`src/rtl/usrt_tx_top.sv`:
```
// Synchronous serial (USRT) frame transmitter: start bit, LSB-first payload, parity and stop bit,
// paced by falling edges of an externally supplied bit clock sampled in the clk domain.
module usrt_tx_top #(
    parameter int                   DATA_BITS = 8,
    parameter logic [DATA_BITS-1:0] INIT_DATA = 8'h00
) (
    input  logic clk,
    input  logic rst,
    input  logic usrt_clk,
    input  logic start,
    input  logic sw6,
    output logic RTS,
    output logic TXD
);

    localparam int CNT_W = (DATA_BITS > 1) ? $clog2(DATA_BITS) : 1;
    localparam logic [CNT_W-1:0] LAST_BIT = CNT_W'(DATA_BITS - 1);

    typedef enum logic [2:0] {
        IDLE   = 3'd0,
        SETUP  = 3'd1,
        START  = 3'd2,
        DATA   = 3'd3,
        PARITY = 3'd4,
        STOP   = 3'd5
    } state_t;

    state_t               r_state;
    logic                 r_usrt_q;
    logic [DATA_BITS-1:0] r_payload;
    logic [DATA_BITS-1:0] r_shift;
    logic [CNT_W-1:0]     r_bit_cnt;
    logic                 r_parity;
    logic                 w_fe;

    function automatic logic parity_bit(input logic [DATA_BITS-1:0] data, input logic odd);
        return (^data) ^ odd;
    endfunction

    // Bit tick uses the live input so the FSM reacts on the same clk edge the fall is seen.
    assign w_fe = r_usrt_q & ~usrt_clk;

    // Edge-detect register and transmit FSM with registered TXD/RTS.
    always_ff @(posedge clk) begin
        r_usrt_q <= usrt_clk;
        if (rst) begin
            r_state   <= IDLE;
            TXD       <= 1'b1;
            RTS       <= 1'b0;
            r_payload <= INIT_DATA;
            r_shift   <= '0;
            r_bit_cnt <= '0;
            r_parity  <= 1'b0;
        end else if (w_fe) begin
            case (r_state)
                IDLE: begin
                    TXD <= 1'b1;
                    if (start) begin
                        r_shift  <= r_payload;
                        r_parity <= parity_bit(r_payload, sw6);
                        RTS      <= 1'b1;
                        r_state  <= SETUP;
                    end else begin
                        RTS     <= 1'b0;
                        r_state <= IDLE;
                    end
                end
                SETUP: begin
                    TXD     <= 1'b0;
                    r_state <= START;
                end
                START: begin
                    TXD       <= r_shift[0];
                    r_bit_cnt <= '0;
                    r_state   <= DATA;
                end
                DATA: begin
                    if (r_bit_cnt < LAST_BIT) begin
                        r_shift   <= r_shift >> 1;
                        TXD       <= r_shift[1];
                        r_bit_cnt <= r_bit_cnt + CNT_W'(1);
                    end else begin
                        TXD     <= r_parity;
                        r_state <= PARITY;
                    end
                end
                PARITY: begin
                    TXD     <= 1'b1;
                    r_state <= STOP;
                end
                STOP: begin
                    TXD       <= 1'b1;
                    RTS       <= 1'b0;
                    r_payload <= r_payload + {{(DATA_BITS-1){1'b0}}, 1'b1};
                    r_state   <= IDLE;
                end
                default: begin
                    TXD     <= 1'b1;
                    RTS     <= 1'b0;
                    r_state <= IDLE;
                end
            endcase
        end
    end

endmodule

```
`config.mk`:
```
export PLATFORM = sky130hd
export DESIGN_NAME = usrt_tx_top
export DESIGN_NICKNAME = d
export VERILOG_FILES = /design/src/rtl/usrt_tx_top.sv
export SDC_FILE = /design/constraint.sdc
export NUM_CORES = 1
export LEC_CHECK = 0
export ABC_AREA = 1
export ABC_CLOCK_PERIOD_IN_PS = 2000
export CORE_MARGIN = 3
export CORE_UTILIZATION = 35
export DETAILED_ROUTE_END_ITERATION = 10
export DONT_BUFFER_PORTS = 1
export GPL_TIMING_DRIVEN = 0
export PLACE_DENSITY = 0.47
export SLEW_MARGIN = 10
export SYNTH_ARGS = -nofsm -noshare
export SYNTH_HDL_FRONTEND = slang
export SYNTH_SLANG_ARGS = --single-unit
```
`constraint.sdc`:
```
create_clock -name clk -period 2 [get_ports clk]
set_clock_uncertainty 0.1 [all_clocks]
set_input_delay 0.5 -clock clk [delete_from_list [all_inputs] [get_ports clk]]
set_output_delay 0.5 -clock clk [all_outputs]
set_load 0.02 [all_outputs]
```
==> results.py <==
metrics = {
    "outcome": {
        "status": "complete, no violations",
    },
    "routing": {
        "wl_per_cell_um": 11.69,
        "wl_met3_um": 74,
        "antenna_left": 0,
        "drc_errors": 0,
        "dr.pass1.iters": 4,
        "viasPerCell": 4.924,
        "wl_met1_um": 1426,
        "wl_met2_um": 1565,
        "top_layer": "met4",
        "drtIter0Drc": 28,
        "vias": 1300,
        "totalWireLength_um": 3085,
    },
    "setup_path": {
        "crit_chain": "inv_1 > nand2_1 > nor2_1 > nand3_2 > nand2_4 > inv_2 > nor2_1 > nor2_1",
        "arrival_ns": 1.60,
        "crit_top_cell": "nor2_1",
        "critPathCaptureType": "flop",
        "slowest_stage": "dfxtp_1",
        "path_buf_inv": 2,
        "cp_slowest_stage_delay_ns": 0.36,
        "worst-setup-path-type": "reg2reg",
        "cp.required_ns": 2.07,
        "critPathMaxFanout": 9,
        "critPathTopFamily": "simple AND/OR/NAND/NOR gates",
        "startpoint_type": "flop",
    },
    "power": {
        "ir_drop_uv": 318.1,
        "power_density_nw_per_um2": 595.7,
        "power_frac_comb": 0.082,
        "swShare": 0.2489,
        "p_leak_nw": 0.6890,
        "p_clk_frac": 0.326,
        "pwr-share-seq": 0.592,
        "p_switching_uw": 229.8,
        "power.internal_uw": 693.6,
    },
    "synthesis": {
        "ys.flop_type": "dfxtp_1",
        "syn_area_um2": 1449,
        "syn_inst": 213,
        "yosysSeqAreaShare": 0.3592,
        "synth_area_per_cell_um2": 6.802,
        "syn-num-nets": 222,
        "yosys_warnings": 0,
        "synth-edff-count": 0,
        "yosys-top-cells-area": "dfxtp_1, nand2_1, nor2_1",
        "async_flop_share": 0,
        "synth_area_leader_cell": "dfxtp_1",
        "yosys_register_bits": 26,
        "ys_types": 26,
        "synth_top_area_frac": 0.3592,
    },
    "sta": {
        "setup-tns-final_ns": 0,
        "hold_violations": 0,
        "min_period_ns": 1.527,
        "setup_viol": 0,
        "tightest_slew_ns": 0.4494,
        "clock.fmax_ghz": 0.6550,
        "rsz0062_at_grt": "no",
        "period_share": 0.7634,
        "setup_slack_ns": 0.4733,
        "slew_headroom": 0.7004,
        "slew_viol_final": 0,
    },
    "global_route": {
        "grt_pass1_vias": 1257,
        "grt_max_degree": 14,
        "grt-ovfl-total": 0,
        "grt_pass1_wl_um": 5589,
        "track_usage": 0.1393,
        "antenna_found_initial": 0,
    },
    "final_layout": {
        "nets": 227,
        "antenna_cells": 0,
        "final_area_um2": 1550,
        "drive_gt1_frac": 0.09722,
        "areaGrowthSynthToFinish_pct": 6.995,
    },
    "placement": {
        "dpl_cell_area_um2": 1509,
        "place.gp.congestion": 0.7889,
        "portBuffers": 0,
        "hpwl_um": 2381,
        "detailedPlace.worstSlack_ns": 0.2972,
    },
    "clock_tree": {
        "postCtsSetupBuffers": 0,
        "numCtsBuffers": 3,
        "clk_latency_ns": 0.27,
        "cts_tree": "built",
        "cts_sinks": 26,
        "clk_transition_reported_paths_ns": 0.09,
        "ctsHtreeMaxLevel": 1,
        "cts-resized-gates": 0,
        "postCtsHoldBufs": 0,
        "cts-root-buf": "clkbuf_8",
        "clockBufferDepth": 2,
    },
    "floorplan": {
        "fp.coreArea_um2": 3826,
        "start_util": 0.3787,
        "io_pins": 7,
        "die_area_um2": 4948,
        "die_h_um": 70.34,
        "die_w_um": 70.34,
        "row_count": 22,
    },
    "worst_hold_path": {
        "hold_path.class": "in2reg",
    },
    "run": {
        "drv_cap": 0,
    },
}
-- power by group through the flow --
| stage | registers (mW) | logic (mW) | clock network (mW) |
|---|---|---|---|
| finish | 0.547 | 0.0758 | 0.301 |
| floorplan | 0.556 | 0.0613 | 0 |
| global placement | 0.558 | 0.0750 | 0 |
| CTS | 0.547 | 0.0771 | 0.320 |
| detailed placement | 0.559 | 0.0765 | 0 |
| global route | 0.549 | 0.0881 | 0.333 |
-- final timing paths --
kind,start,to,slack [ns],cells after the start
max,r_state[1]$_SDFFE_PP0P_,r_shift[6]$_SDFFE_PP0P_,0.47,8
min,usrt_clk,r_usrt_q$_DFF_P_,0.14,0
max reg2reg,r_state[1]$_SDFFE_PP0P_,r_shift[6]$_SDFFE_PP0P_,0.47,8
min reg2reg,r_shift[5]$_SDFFE_PP0P_,r_shift[5]$_SDFFE_PP0P_,0.41,2
-- cells in the mapped netlist, drive strengths merged, types with 2 or more instances --
cell   instances
inv           26
nor2          32
nand4          2
or2            2
nand3         15
o21ai         24
a21oi         14
ha             4
dfxtp         26
buf            3
nand2         60
xor2           3
-- placed cells by master, fill, tap and decap left out --
cell type,n
nand3_4,2
clkbuf_8,3
buf_4,1
xor2_1,3
ha_1,4
nor2_1,29
nand2_4,3
clkbuf_1,1
nand2_1,57
inv_1,23
o21ai_0,13
a21oi_2,2
nor2_2,2
or2_2,1
dfxtp_1,26
nand3_2,1
o21ai_1,11
inv_4,1
nand4_1,2
or2_0,1
o21bai_1,1
inv_2,2
buf_2,1
a21oi_1,12
nor2_8,1
buf_6,1
nand3_1,12
-- through the flow --
step                      hold WS [ns]  power (mW)    util  instances
after global routing            0.1285      0.9700  0.4052        264
after detailed placement        0.3896      0.6355  0.3944        261
final                           0.1439      0.9234  0.4052        264
after global placement          0.3790      0.6335  0.3944        261
after CTS                       0.1330      0.9445  0.4052        264
after floorplan                 0.3575      0.6177       -        213
-- state kept, by name, indices dropped and copies added (netlist names) --
register / flops
r_payload: 8
r_shift: 8
r_bit_cnt: 3
r_state: 3
RTS: 1
TXD: 1
r_parity: 1
r_usrt_q: 1
-- area by class of cell --
class	instances	area, um2
Buffer	4	27.53
Clock buffer	3	41.29
Fill cell	425	2276
Inverter	26	100.1
Multi-Input combinational cell	157	800.8
Sequential cell	26	520.5
Tap cell	48	60.06
-- kinds of logic (layout without fill, tap and decap cells) --
| kind of cell | after synthesis | in the layout | synth area share |
|---|---|---|---|
| flops | 26 | 26 | 0.3592 |
| xor+xnor | 3 | 3 | 0.01814 |
| buf+inv | 30 | 33 | 0.08808 |
| simple gates | 111 | 111 | 0.3584 |
| compound gates | 39 | 39 | 0.1416 |
| fa+ha+maj | 4 | 4 | 0.03454 |
-- layer usage --
metal	vias to the layer above	GRT usage
li1	690	-
met1	597	0.1619
met2	11	0.2484
met3	2	0.03309
met4	0	0.04468
met5	-	0
Note: power is estimated with default switching activity, not from simulation.
